[src/rtl/mp_add_seq.sv]
// mp_add_seq: serial multi-word adder, one 16-bit carry-lookahead slice per clock.
// Optional subtract support is enabled by defining MP_ADD_SEQ_SUB_EN; without it
// the sub port is accepted but has no effect.

// 16-bit carry-lookahead slice: four 4-bit groups with a second lookahead level.
module mp_cla16 (
  input  logic [15:0] x,
  input  logic [15:0] y,
  input  logic        ci,
  output logic [15:0] sum_c,
  output logic        co_c
);

  logic [15:0] g;
  logic [15:0] p;
  logic [15:0] c;
  logic [3:0]  gg;
  logic [3:0]  gp;
  logic [4:0]  gc;

  // Bit generate/propagate, group lookahead, then per-bit carries inside each group.
  always_comb begin
    g  = x & y;
    p  = x ^ y;
    gg = '0;
    gp = '0;
    gc = '0;
    c  = '0;

    for (int j = 0; j < 4; j++) begin
      gg[j] = g[4*j+3]
            | (p[4*j+3] & g[4*j+2])
            | (p[4*j+3] & p[4*j+2] & g[4*j+1])
            | (p[4*j+3] & p[4*j+2] & p[4*j+1] & g[4*j]);
      gp[j] = p[4*j+3] & p[4*j+2] & p[4*j+1] & p[4*j];
    end

    gc[0] = ci;
    gc[1] = gg[0] | (gp[0] & ci);
    gc[2] = gg[1] | (gp[1] & gg[0]) | (gp[1] & gp[0] & ci);
    gc[3] = gg[2] | (gp[2] & gg[1]) | (gp[2] & gp[1] & gg[0])
          | (gp[2] & gp[1] & gp[0] & ci);
    gc[4] = gg[3] | (gp[3] & gg[2]) | (gp[3] & gp[2] & gg[1])
          | (gp[3] & gp[2] & gp[1] & gg[0])
          | (gp[3] & gp[2] & gp[1] & gp[0] & ci);

    for (int j = 0; j < 4; j++) begin
      c[4*j]   = gc[j];
      c[4*j+1] = g[4*j] | (p[4*j] & gc[j]);
      c[4*j+2] = g[4*j+1] | (p[4*j+1] & g[4*j]) | (p[4*j+1] & p[4*j] & gc[j]);
      c[4*j+3] = g[4*j+2] | (p[4*j+2] & g[4*j+1])
               | (p[4*j+2] & p[4*j+1] & g[4*j])
               | (p[4*j+2] & p[4*j+1] & p[4*j] & gc[j]);
    end

    sum_c = p ^ c;
    co_c  = gc[4];
  end

endmodule

module mp_add_seq #(
  parameter int unsigned WORDS = 4
) (
  input  logic                  clk,
  input  logic                  rst,
  input  logic                  in_valid,
  output logic                  in_ready,
  input  logic [16*WORDS-1:0]   a,
  input  logic [16*WORDS-1:0]   b,
  input  logic                  cin,
  input  logic                  sub,
  output logic                  out_valid,
  input  logic                  out_ready,
  output logic [16*WORDS-1:0]   sum,
  output logic                  cout,
  output logic                  ovf,
  output logic                  busy
);

  localparam int unsigned W  = 16 * WORDS;
  localparam int unsigned CW = (WORDS > 1) ? $clog2(WORDS) : 1;

  typedef enum logic [1:0] {
    IDLE = 2'd0,
    RUN  = 2'd1,
    DONE = 2'd2
  } state_t;

  state_t                  state;
  state_t                  state_next;

  logic [WORDS-1:0][15:0]  a_q;
  logic [WORDS-1:0][15:0]  b_q;
  logic [WORDS-1:0][15:0]  sum_q;
  logic                    carry_q;
  logic [CW-1:0]           cnt_q;

  logic                    accept_c;
  logic                    last_c;
  logic [W-1:0]            b_eff_c;
  logic                    carry_in_c;
  logic [15:0]             slice_sum;
  logic                    slice_co;

  assign accept_c = in_valid & in_ready;
  assign last_c   = (cnt_q == CW'(WORDS - 1));
  assign sum      = sum_q;

`ifdef MP_ADD_SEQ_SUB_EN
  // Subtract as a + ~b + 1: invert b and fold sub into the initial carry.
  assign b_eff_c    = b ^ {W{sub}};
  assign carry_in_c = cin ^ sub;
`else
  logic unused_sub;
  assign unused_sub = sub;
  assign b_eff_c    = b;
  assign carry_in_c = cin;
`endif

  // Shared add slice, fed with the word selected by the counter.
  mp_cla16 u_slice (
    .x     (a_q[cnt_q]),
    .y     (b_q[cnt_q]),
    .ci    (carry_q),
    .sum_c (slice_sum),
    .co_c  (slice_co)
  );

  // State register.
  always_ff @(posedge clk) begin
    if (rst) begin
      state <= IDLE;
    end else begin
      state <= state_next;
    end
  end

  // Next-state logic: accept, WORDS run cycles, then hold until the result is taken.
  always_comb begin
    state_next = state;
    case (state)
      IDLE: begin
        if (accept_c) begin
          state_next = RUN;
        end
      end
      RUN: begin
        if (last_c) begin
          state_next = DONE;
        end
      end
      DONE: begin
        if (out_ready) begin
          state_next = IDLE;
        end
      end
      default: begin
        state_next = IDLE;
      end
    endcase
  end

  // Handshake and status flags, registered from the next state.
  always_ff @(posedge clk) begin
    if (rst) begin
      in_ready  <= 1'b1;
      out_valid <= 1'b0;
      busy      <= 1'b0;
    end else begin
      in_ready  <= (state_next == IDLE);
      out_valid <= (state_next == DONE);
      busy      <= (state_next == RUN);
    end
  end

  // Operand capture on accept, one word per RUN cycle, flags on the top word.
  always_ff @(posedge clk) begin
    if (rst) begin
      a_q     <= '0;
      b_q     <= '0;
      sum_q   <= '0;
      carry_q <= 1'b0;
      cnt_q   <= '0;
      cout    <= 1'b0;
      ovf     <= 1'b0;
    end else begin
      case (state)
        IDLE: begin
          if (accept_c) begin
            a_q     <= a;
            b_q     <= b_eff_c;
            carry_q <= carry_in_c;
            cnt_q   <= '0;
            sum_q   <= '0;
            cout    <= 1'b0;
            ovf     <= 1'b0;
          end
        end
        RUN: begin
          sum_q[cnt_q] <= slice_sum;
          carry_q      <= slice_co;
          if (last_c) begin
            cout <= slice_co;
            ovf  <= (a_q[WORDS-1][15] == b_q[WORDS-1][15]) &&
                    (slice_sum[15] != a_q[WORDS-1][15]);
          end else begin
            cnt_q <= cnt_q + CW'(1);
          end
        end
        default: begin
        end
      endcase
    end
  end

endmodule

[config.mk]
export PLATFORM = sky130hd
export DESIGN_NAME = mp_add_seq
export DESIGN_NICKNAME = d
export VERILOG_FILES = /design/src/rtl/mp_add_seq.sv
export SDC_FILE = /design/constraint.sdc
export NUM_CORES = 1
export LEC_CHECK = 0
export ABC_AREA = 1
export BUFFER_PORTS_ARGS = -buffer_cell sky130_fd_sc_hd__buf_4
export CORE_MARGIN = 1
export CORE_UTILIZATION = 49
export CTS_CLUSTER_DIAMETER = 30
export DETAILED_ROUTE_END_ITERATION = 12
export PLACE_DENSITY = 0.77
export REMOVE_ABC_BUFFERS = 1
export SLEW_MARGIN = 20
export SYNTH_ARGS = -nofsm -noshare
export SYNTH_HDL_FRONTEND = slang
export SYNTH_SLANG_ARGS = --single-unit
[constraint.sdc]
create_clock -name clk -period 2.8 [get_ports clk]
set_clock_uncertainty 0.05 [all_clocks]
set_input_delay 0.42 -clock clk [delete_from_list [all_inputs] [get_ports clk]]
set_output_delay 0.42 -clock clk [all_outputs]
set_load 0.01 [all_outputs]
==> out/qor.csv <==
stage;metric;value;unit
status;status;finished clean;
clock_tree;worstSkewPairLatency;510;ps
grt;grt_overflow_total;0;
hold_path;hp-class;primary input to flip-flop;
grt;antenna_found_initial;0;
critical_path;cp-start-kind;flip-flop;
clock_tree;clk_pin_slew_worst_paths;50;ps
job;maxCapViolCount;0;
routing;viasPerCell;5.155;
logic_synthesis;synth_edf_count;0;
grt;grt_pass1_vias;7842;
floorplan;die_h;134.8;µm
routing;wl_per_cell;14.61;µm
timing;slew_headroom;0.4862;
critical_path;path_max_fanout;14;
logic_synthesis;async_reset_ff_frac;0;
grt;grt_pass1_wl;37470;µm
critical_path;crit_chain;inv_8, buf_12, o21ai_4, o22ai_2, ha_1, nand2_2, nor2_1, nor2_2, nand2_2, nor2_4, a21boi_4, fa_2, xor2_4, nand2_1, a21oi_1;
finish;n_antenna_cell;0;
timing;period_share;0.9956;
routing;dr.pass1.iters;5;
logic_synthesis;synth.yosys.seq_area_share;0.4677;
timing;min_period;2788;ps
finish;drive_gt1_frac;0.2786;
timing;finalHoldViolCount;0;
grt;grt_max_degree;131;
critical_path;crit_buf_inv;2;
grt;grt_usage;0.2585;
critical_path;cp.required;3180;ps
critical_path;crit_path_top_delay_cell;dfxtp_4;
routing;drt-initial-drc-count;479;
logic_synthesis;synth_cell_types;38;
timing;fin_ws;12.34;ps
routing;vias;8542;
placement;dpl_cell_area;10560;µm²
floorplan;start_util;0.5016;
logic_synthesis;syn_area;8646;µm²
power;p_total;10.00;mW
logic_synthesis;synth_top_area_cell;dfxtp_1;
clock_tree;hold_buffers;0;
logic_synthesis;synth_top_area_share;0.4677;
routing;postRouteAntennaNets;0;
placement;place_inst;1580;
critical_path;end_kind;flip-flop;
critical_path;arrival;3170;ps
logic_synthesis;yosysMostFrequentCell;nor2_1;
critical_path;critPathTopFamily;adder cells;
timing;setup_viol;0;
clock_tree;cts_buffers;37;
power;p_leak;5.283;nW
timing;worst_pin_slew;770.7;ps
floorplan;die_area;18180;µm²
timing;timing.fmax;358.7;MHz
clock_tree;cts.sinks;202;
timing;hold_ws;105.1;ps
floorplan;ios;203;
finish;final_cells;1657;
finish;design_area;12120;µm²
placement;routabilityCongestion;0.8135;
logic_synthesis;ys_seq_elements;202;
clock_tree;clock_path_buffers;3;
logic_synthesis;synth_area_leaders;dfxtp_1 47%, nor2_1 14%, o21ai_0 11%;
logic_synthesis;avgSynthCellArea;7.296;µm²
floorplan;rows;48;
routing;drc;0;
floorplan;core;17240;µm²
critical_path;critPathMaxStageDelay;420;ps
logic_synthesis;synth-main-ff-cell;dfxtp_1;
power;powerDensity;825.4;nW/µm²
clock_tree;htree_levels;2;
critical_path;cpMostUsedCell;nand2_2;
clock_tree;tritoncts;done;
clock_tree;clock-root-buffer;clkbuf_16;
finish;area_delta_synth_final;40.19;%
floorplan;die_w;134.8;µm
finish;nFillCells;1392;
logic_synthesis;ys_warn_count;0;
timing;drv_slew;0;
power;irDropWorstVdd;0.0005504;V
logic_synthesis;synth_common_cells;332 x nor2_1, 202 x dfxtp_1, 187 x o21ai_0, 145 x nand2_1, 72 x a21oi_1;
routing;totalWireLength;24210;µm
timing;rsz0062_at_grt;true;
finish;finalNetCount;1561;
logic_synthesis;synthesis.instances;1185;
placement;port_buffers;201;
placement;dp_hpwl;15570;µm
critical_path;critPathKind;flip-flop to flip-flop;
placement;post-place-ws;-195.1;ps
-- routing by layer --
| layer | vias up | track usage | share of wire | routed length (µm) |
|---|---|---|---|---|
| met4 | 0 | 0.1030 | 0.026 | 633 |
| li1 | 4344 | - | - | - |
| met2 | 262 | 0.4379 | 0.49 | 11820 |
| met5 | - | 0 | 0 | 0 |
| met1 | 3888 | 0.3303 | 0.44 | 10560 |
| met3 | 48 | 0.03866 | 0.049 | 1194 |
-- final timing paths --
path	start	end	slack (ps)	cells past startpoint
setup / recovery	cnt_q[0]	sum[45]	10	15
hold / removal	a[28]	a_q[28]	110	3
setup reg to reg	cnt_q[0]	sum[45]	10	15
hold reg to reg	sum[18]	sum[18]	410	2
-- area by class of cell --
type,instances,area [µm²],share of cell area
inverters,36,146.4,0.01208
clock inverters,18,123.9,0.01022
multi-input cells,869,4363,0.3600
repair buffers,257,2079,0.1716
flip-flops and latches,202,4049,0.3341
well taps,225,281.5,0.02323
clock buffers,50,1077,0.08888
-- logic make-up (layout without fill, tap and decap cells) --
kind of cell,after synthesis,after routing,synth area share
AND/OR/NAND/NOR,531,531,0.2463
AO/OA/AOI/OAI,307,307,0.1881
flip-flops,202,202,0.4677
buffers and inverters,114,361,0.05253
adder cells (fa/ha/maj),24,24,0.03821
XOR/XNOR,7,7,0.007091
-- flip-flops by register name (all words and copies together) (netlist names) --
| name | cells |
|---|---|
| a_q | 64 |
| b_q | 64 |
| busy | 1 |
| carry_q | 1 |
| cnt_q | 2 |
| cout | 1 |
| in_ready | 1 |
| out_valid | 1 |
| ovf | 1 |
| state | 2 |
| sum | 64 |
-- timing repair --
action,4_1_cts,5_1_grt
setup buffers,1,5
gates resized for setup,16,68
pin swaps,11,38
setup endpoints to repair,17,39
cloned,1,2
-- cell usage in the layout, fill, tap and decap left out, types with 5 or more instances in the layout --
cell type / netlist / final
nor2_1: 332 / 325
buf_4: 0 / 245
dfxtp_1: 202 / 200
o21ai_0: 187 / 163
nand2_1: 145 / 139
a21oi_1: 72 / 66
clkbuf_16: 0 / 41
inv_1: 33 / 30
nand3_1: 26 / 25
o22ai_1: 30 / 25
ha_1: 20 / 20
o21ai_1: 4 / 18
nand2_2: 7 / 12
nor2_2: 6 / 12
a21oi_2: 4 / 10
o21ai_2: 1 / 9
clkinv_2: 0 / 8
buf_12: 0 / 7
clkinvlp_4: 0 / 6
clkbuf_8: 0 / 6
o22ai_2: 0 / 5
clkbuf_1: 54 / 5
-- worst register-to-register path, stage by stage, from the launching register on --
cell      delay (ps)
dfxtp_4          420
inv_8             70
buf_12           150
o21ai_4          130
o22ai_2           80
ha_1             350
nand2_2          120
nor2_1            60
nor2_2           130
nand2_2           90
nor2_4           120
a21boi_4          80
fa_2             380
xor2_4           230
nand2_1           80
a21oi_1          160
-- power breakdown --
| part | switching (mW) | internal [mW] |
|---|---|---|
| sequential | 0.153 | 3.15 |
| clock | 1.47 | 2.71 |
| combinational | 1.44 | 1.08 |
| total | 3.06 | 6.94 |
-- through the flow --
step	utilization	setup TNS, ps
6_report	0.7032	0
5_1_grt	0.7032	-854.7
4_1_cts	0.6880	-13.37
3_5_place_dp	0.6127	-837.3
3_3_place_gp	0.6127	-209.8
2_1_floorplan	-	-318500
Note: power is estimated with default switching activity, not from simulation.
